===== src/rtl/aibcr3_rxdeser_pkg.sv =====
// Shared types and marker geometry for the DDR receive deserializer.
// The marker bits are only consulted when AIBCR3_RXDESER_MARK_EN is defined.
package aibcr3_rxdeser_pkg;

    typedef enum logic [1:0] {
        ST_IDLE = 2'd0,
        ST_HUNT = 2'd1,
        ST_LOCK = 2'd2
    } state_t;

    // The marker is a 1 in the word MSB and a 0 in the MSB of the low half.
    function automatic int mark_hi(input int dw);
        return dw - 1;
    endfunction

    function automatic int mark_lo(input int dw);
        return dw / 2 - 1;
    endfunction

endpackage


===== src/rtl/aibcr3_rxdeser_align.sv =====
// Word-alignment FSM: hunts for the marker, slips on miss, holds lock.
// Compiled into the top only when AIBCR3_RXDESER_MARK_EN is defined.
module aibcr3_rxdeser_align
    import aibcr3_rxdeser_pkg::*;
#(
    parameter int LOCK_CNT = 4,
    parameter int ERR_CNT  = 4
) (
    input  logic i_clk,
    input  logic i_rst_n,
    input  logic i_en,
    input  logic i_bnd,
    input  logic i_match,
    output logic o_lock_nxt,
    output logic o_slip
);

    localparam int GW = $clog2(LOCK_CNT + 1);
    localparam int BW = $clog2(ERR_CNT + 1);

    state_t          r_state;
    logic [GW-1:0]   r_good;
    logic [BW-1:0]   r_bad;
    logic            r_slip;

    state_t          w_state;
    logic [GW-1:0]   w_good;
    logic [BW-1:0]   w_bad;
    logic            w_slip;

    always_comb begin
        w_state = r_state;
        w_good  = r_good;
        w_bad   = r_bad;
        w_slip  = 1'b0;
        if (!i_en) begin
            w_state = ST_IDLE;
            w_good  = '0;
            w_bad   = '0;
        end else begin
            unique case (r_state)
                ST_IDLE: w_state = ST_HUNT;
                ST_HUNT: begin
                    if (i_bnd && i_match) begin
                        if (r_good == GW'(LOCK_CNT - 1)) begin
                            w_state = ST_LOCK;
                            w_good  = '0;
                        end else begin
                            w_good = r_good + 1'b1;
                        end
                    end else if (i_bnd) begin
                        w_good = '0;
                        w_slip = 1'b1;
                    end
                end
                ST_LOCK: begin
                    if (i_bnd && i_match) begin
                        w_bad = '0;
                    end else if (i_bnd) begin
                        if (r_bad == BW'(ERR_CNT - 1)) begin
                            w_state = ST_HUNT;
                            w_bad   = '0;
                        end else begin
                            w_bad = r_bad + 1'b1;
                        end
                    end
                end
                default: w_state = ST_IDLE;
            endcase
        end
    end

    always_ff @(posedge i_clk or negedge i_rst_n) begin
        if (!i_rst_n) begin
            r_state <= ST_IDLE;
            r_good  <= '0;
            r_bad   <= '0;
            r_slip  <= 1'b0;
        end else begin
            r_state <= w_state;
            r_good  <= w_good;
            r_bad   <= w_bad;
            r_slip  <= w_slip;
        end
    end

    assign o_lock_nxt = (w_state == ST_LOCK);
    assign o_slip     = r_slip;

endmodule


===== src/rtl/aibcr3_rxdeser.sv =====
// DDR pair deserializer; marker alignment with AIBCR3_RXDESER_MARK_EN,
// otherwise free-running word framing that locks on the first word.
module aibcr3_rxdeser
    import aibcr3_rxdeser_pkg::*;
#(
    parameter int DWIDTH   = 20,
    parameter int LOCK_CNT = 4,
    parameter int ERR_CNT  = 4
) (
    input  logic              istrbclk,
    input  logic              irstb,
    input  logic              rx_en,
    input  logic              odat0,
    input  logic              odat1,
    output logic [DWIDTH-1:0] rx_word,
    output logic              rx_word_vld,
    output logic              rx_locked
);

    localparam int NPAIR = DWIDTH / 2;
    localparam int PW    = $clog2(NPAIR);
    localparam logic [PW-1:0] P_LAST = PW'(NPAIR - 1);

    logic [DWIDTH-1:0] r_sr;
    logic [PW-1:0]     r_pcnt;
    logic [DWIDTH-1:0] r_word;
    logic              r_vld;
    logic              r_locked;

    logic [DWIDTH-1:0] w_word;
    logic              w_bnd;
    logic              w_lock_nxt;
    logic              w_slip;

    assign w_word = {odat1, odat0, r_sr[DWIDTH-1:2]};
    assign w_bnd  = rx_en && (r_pcnt == P_LAST);

`ifdef AIBCR3_RXDESER_MARK_EN
    localparam int MHI = mark_hi(DWIDTH);
    localparam int MLO = mark_lo(DWIDTH);

    logic w_match;
    assign w_match = w_word[MHI] & ~w_word[MLO];

    aibcr3_rxdeser_align #(
        .LOCK_CNT (LOCK_CNT),
        .ERR_CNT  (ERR_CNT)
    ) u_align (
        .i_clk      (istrbclk),
        .i_rst_n    (irstb),
        .i_en       (rx_en),
        .i_bnd      (w_bnd),
        .i_match    (w_match),
        .o_lock_nxt (w_lock_nxt),
        .o_slip     (w_slip)
    );
`else
    assign w_slip     = 1'b0;
    assign w_lock_nxt = rx_en & (r_locked | w_bnd);
`endif

    always_ff @(posedge istrbclk or negedge irstb) begin
        if (!irstb) begin
            r_sr     <= '0;
            r_pcnt   <= '0;
            r_word   <= '0;
            r_vld    <= 1'b0;
            r_locked <= 1'b0;
        end else if (!rx_en) begin
            r_sr     <= '0;
            r_pcnt   <= '0;
            r_vld    <= 1'b0;
            r_locked <= 1'b0;
        end else begin
            r_sr <= w_word;
            // A slip re-uses pair slot 0, pushing the next boundary out a pair.
            if (w_slip)
                r_pcnt <= r_pcnt;
            else if (w_bnd)
                r_pcnt <= '0;
            else
                r_pcnt <= r_pcnt + 1'b1;
            if (w_bnd)
                r_word <= w_word;
            r_vld    <= w_bnd & w_lock_nxt;
            r_locked <= w_lock_nxt;
        end
    end

    assign rx_word     = r_word;
    assign rx_word_vld = r_vld;
    assign rx_locked   = r_locked;

endmodule


===== config.mk =====
export PLATFORM = sky130hd
export DESIGN_NAME = aibcr3_rxdeser
export DESIGN_NICKNAME = d
export VERILOG_FILES = /design/src/rtl/aibcr3_rxdeser_pkg.sv /design/src/rtl/aibcr3_rxdeser_align.sv /design/src/rtl/aibcr3_rxdeser.sv
export SDC_FILE = /design/constraint.sdc
export NUM_CORES = 1
export LEC_CHECK = 0
export ABC_AREA = 1
export BUFFER_PORTS_ARGS = -buffer_cell sky130_fd_sc_hd__buf_2
export CORE_UTILIZATION = 50
export DETAILED_ROUTE_END_ITERATION = 8
export PLACE_DENSITY = 0.72
export SYNTH_ARGS = -nofsm -noshare
export SYNTH_HDL_FRONTEND = slang
export SYNTH_SLANG_ARGS = --single-unit

===== constraint.sdc =====
create_clock -name istrbclk -period 1.9 [get_ports istrbclk]
set_input_delay 0.095 -clock istrbclk [delete_from_list [all_inputs] [get_ports istrbclk]]
set_output_delay 0.095 -clock istrbclk [all_outputs]
set_load 0.01 [all_outputs]

== Word-level counts from Yosys, hierarchy flattened ==
Cells that the tools add are included.
Word-level totals
  latch bits: 0
  register bits after elaboration: 46
  memory bits (read-only): 0
  output and inout bits: 22
  memories kept: 0
  input bits: 5
  bits in writable memories: 0
Cells by class
  reductions and logical operators: 2
  bitwise operators: 3
  shift operators: 0
  eq/ne operators: 1
  add/subtract/negate cells: 1
  div/mod/pow operators: 0
  mux-type cells: 5
  multipliers: 0
  magnitude comparators: 0
Operator list (count)
  $mux 20: 1
  $mux 4: 2
  $add 4x1->4 const B: 1
  $eq 4x4->1 const B: 1
  $and 1x1->1: 2
  $mux 1: 2
  $reduce_and 2->1: 1
  $logic_and 1x1->1: 1
  $or 1x1->1: 1

== Longest topological paths before layout ==
  word-level depth: 6
  depth in mapped cells: 8

== Worst setup path before layout ==
No wires, ideal clock.
  path kind: reg2reg
  start point: reg r_pcnt[0]
  end point: reg r_word[18], in the netlist rx_word[18]
  arrival time: 0.990 ns
  path slack: 0.794 ns
  stages on the path, launching flop included: 7
  period minus slack after synthesis: 1.106 ns
  cells stage by stage: dfrtp_1 -> ha_1 -> nand2_1 -> inv_2 -> buf_2 -> nand3_1 -> nand2_1
On the way
  longest elaborated chain between the ends: 3
RTL lines
  start, declared: RTL line aibcr3_rxdeser.sv:25  | logic [PW-1:0] r_pcnt;
  start signal, assigned: RTL line aibcr3_rxdeser.sv:78  | r_pcnt <= r_pcnt;
  start signal, assigned: RTL line aibcr3_rxdeser.sv:82  | r_pcnt <= r_pcnt + 1'b1;
  $eq 4x4->1: RTL line aibcr3_rxdeser.sv:36  | assign w_bnd = rx_en && (r_pcnt == P_LAST);
  $logic_and 1x1->1: RTL line aibcr3_rxdeser.sv:36
  $reduce_and 2->1 (no line)
  end signal, assigned: RTL line aibcr3_rxdeser.sv:84  | r_word <= w_word;
  end, declared: RTL line aibcr3_rxdeser.sv:26  | logic [DWIDTH-1:0] r_word;
Every way passes these cells.
A chain may end at the register's enable or synchronous reset.

== Worst setup path in the final report ==
  start point: reg r_pcnt[0]
  end point: reg r_pcnt[3]
On the way
  longest elaborated chain between the ends: 4
  elaborated cells between the ends (all ways): 5
RTL lines
  parallel branches: the longest is 2 deep, another holds $add 4x1->4
  $mux 4 (*): RTL line aibcr3_rxdeser.sv:79  | else if (w_bnd)
  $mux 4 (*): RTL line aibcr3_rxdeser.sv:69  | end else if (!rx_en) begin
Mark *: on every way between the ends.

==> flow_metrics.env <==
export IMPL_status="completed"
export IMPL_clkTransAtPathRegs_ps=120
export IMPL_worst_pin_slew_ps=376
export IMPL_total_power_mw=1.51
export IMPL_critPathSlowestCell="dfrtp_1"
export IMPL_regToRegSetupSlack_ps=570
export IMPL_core_mm2=0.00310
export IMPL_gr_total_overflow=0
export IMPL_synth_area_mm2=0.00166
export IMPL_power_leakage_nw=1.25
export IMPL_finalHoldViolations=0
export IMPL_antenna_cells=0
export IMPL_drtAntennaViolNets=0
export IMPL_cts_sinks=44
export IMPL_max_stage_delay_ps=440
export IMPL_clock_latency_ps=360
export IMPL_power_density_mw_per_mm2=789
export IMPL_drc_errors=0
export IMPL_drive_above_1_share_pct=20.2
export IMPL_viasPerCell=4.62
export IMPL_fin_skew_ps=8.54
export IMPL_yosys_top_cells_area="dfrtp_1, nand2_1, nand3_1"
export IMPL_fmax_ghz=0.752
export IMPL_antenna_found_initial=0
export IMPL_nets=209
export IMPL_die_h_um=59.7
export IMPL_synth_warnings=0
export IMPL_num_rows=20
export IMPL_cts_buffers=5
export IMPL_ff_latch_area_mm2=0.00110
export IMPL_period_minus_slack_ps=1330
export IMPL_use_met2_pct=28.7
export IMPL_rsz0062_at_grt="no"
export IMPL_cts_root_buf="clkbuf_4"
export IMPL_die_area_mm2=0.00356
export IMPL_grtUsageTotal_pct=18.6
export IMPL_setup_tns_ps=0
export IMPL_tritoncts="yes"
export IMPL_synth_seq_cells=44
export IMPL_worstRegToRegCells=6
export IMPL_finalSetupViolations=0
export IMPL_synthCells=169
export IMPL_crit_required_ps=2190
export IMPL_area_growth_pct=15.3
export IMPL_critical_path_class="flip-flop to flip-flop"
export IMPL_cts_buffer_depth=2
export IMPL_crit_fanout=23
export IMPL_grt_pass1_wl_mm=4.72
export IMPL_drt_initial_drc_count=77
export IMPL_slew_headroom_pct=74.9
export IMPL_htreeDepth=2
export IMPL_ir_worst_vdd_v=0.000468
export IMPL_post_cts_setup_buffers=0
export IMPL_grt_pass1_vias=1068
export IMPL_finalNonFillerCells=247
export IMPL_holdWs_ps=170
export IMPL_slew_violations=0
export IMPL_yosysTopAreaCellShare_pct=66.2
export IMPL_worstSetupEndpoint="r_pcnt[3]$_DFF_PN0_"
export IMPL_hold_class="primary input to asynchronous set/reset pin"
export IMPL_crit_path_end_kind="flip-flop"
export IMPL_wire_per_inst_um=11.4
export IMPL_die_x_um=59.7
export IMPL_yosysTopAreaCell="dfrtp_1"
export IMPL_r2r_start="r_pcnt[0]$_DFF_PN0_"
export IMPL_place_inst=236
export IMPL_dr_pass1_iters=4
export IMPL_grt_max_degree=24
export IMPL_vias=1141
export IMPL_reg2reg_to="r_pcnt[3]$_DFF_PN0_"
export IMPL_grt_busiest_layer="met2"
export IMPL_synth_seq_area_share_pct=66.2
export IMPL_synth_cell_types=14
export IMPL_use_met3_pct=6.28
export IMPL_critPathMostFrequentCell="nand2_1"
export IMPL_globalplace_congestion=0.746
export IMPL_syn_nets=176
export IMPL_start_util_pct=53.6
export IMPL_arrival_ps=1620
export IMPL_io_pins=27
export IMPL_dp_hpwl_mm=1.90
export IMPL_nFillCells=278
export IMPL_finalCritPeriodShare_pct=70.0
export IMPL_drt_total_wl_mm=2.83
export IMPL_syn_avg_cell_area_um2=9.85
export IMPL_critPathLaunch="r_pcnt[0]$_DFF_PN0_"
export IMPL_io_buffers=26
export IMPL_met1_usage_pct=23.3
export IMPL_critical_path_startpoint_type="flip-flop"
export IMPL_multi_input_area_um2=423
export IMPL_max_cap_viol_count=0
export IMPL_path_cells="ha_1 -> nand2_1 -> inv_2 -> nand2_4 -> nand2_1 -> nor2_1"
## state kept, by name, indices dropped and copies added (netlist names)
register and count:
r_pcnt 4, r_sr 18, rx_locked 1, rx_word 20, rx_word_vld 1
## layer usage
layer	vias to the layer above	share of wire (%)
li1	571	-
met1	539	47
met2	26	46
met3	5	4.5
met4	0	1.9
met5	-	0
## cells by family after synthesis
| group | count (synthesis) | share of synthesized area, % |
|---|---|---|
| xor+xnor | 1 | 0.526 |
| flops | 44 | 66.2 |
| simple gates | 92 | 23.4 |
| buf+inv | 30 | 8.42 |
| fa+ha+maj | 2 | 1.50 |
## cell usage after synthesis
cell type  number
buf_4           2
xnor2_1         1
inv_1          20
nand2_4         1
inv_2           2
nand3_1        21
dfrtp_1        44
nand2_1        64
buf_6           2
buf_2           4
nor2_1          4
ha_1            2
nand4_1         1
nor2_4          1
## worst max-delay path: cells and delay by family, from the launching register on
family,cells,cell delay (ps)
buffers and inverters,1,50
DFF,1,440
and+or+nand+nor,4,560
adders and majority gates,1,210
## power by group
part	internal (mW)	switching, mW
Clock	0.183	0.282
Combinational	0.0280	0.0540
Sequential	0.953	0.0132
## layout make-up
class | instances | share of cell area (%)
Timing Repair Buffer | 34 | 10.3
Tap cell | 44 | 2.87
Multi-Input combinational cell | 95 | 22.0
Sequential cell | 44 | 57.4
Clock buffer | 8 | 3.07
Inverter | 22 | 4.31
## metrics by stage
step | worst slack (ps) | instance area (um^2) | util, %
2_1_floorplan | 794 | 1660 | -
3_3_place_gp | 658 | 1830 | 59.0
3_5_place_dp | 582 | 1830 | 59.0
4_1_cts | 555 | 1920 | 61.8
5_1_grt | 447 | 1920 | 61.8
6_report | 570 | 1920 | 61.8
## placed cells by master, fill, tap and decap left out, drive strengths merged
cell type    instances
inv                 22
nand2               65
dfrtp               44
xnor2                1
nand3               21
ha                   2
buf                 31
nor2                 5
clkbuf               8
nand4                1
dlygate4sd3          3
## repair_timing
action,in CTS,in global routing
gates resized for setup,0,0
hold endpoints to repair,20,0
hold buffers,3,0
## worst min path at each step
stage          start  cells past startpoint                endpoint  slack (ps)
3_5_place_dp   irstb                      1  rx_word[1]$_DFFE_PN0P_          40
3_3_place_gp   irstb                      1  rx_word[5]$_DFFE_PN0P_          20
4_1_cts        irstb                      2  rx_word[3]$_DFFE_PN0P_         180
2_1_floorplan  irstb                      0     r_pcnt[0]$_DFF_PN0_        -200
6_report       irstb                      2  rx_word[3]$_DFFE_PN0P_         170
5_1_grt        rx_en                      4      r_sr[11]$_DFF_PN0_         180
No activity file was read; power rests on OpenSTA's default activity.
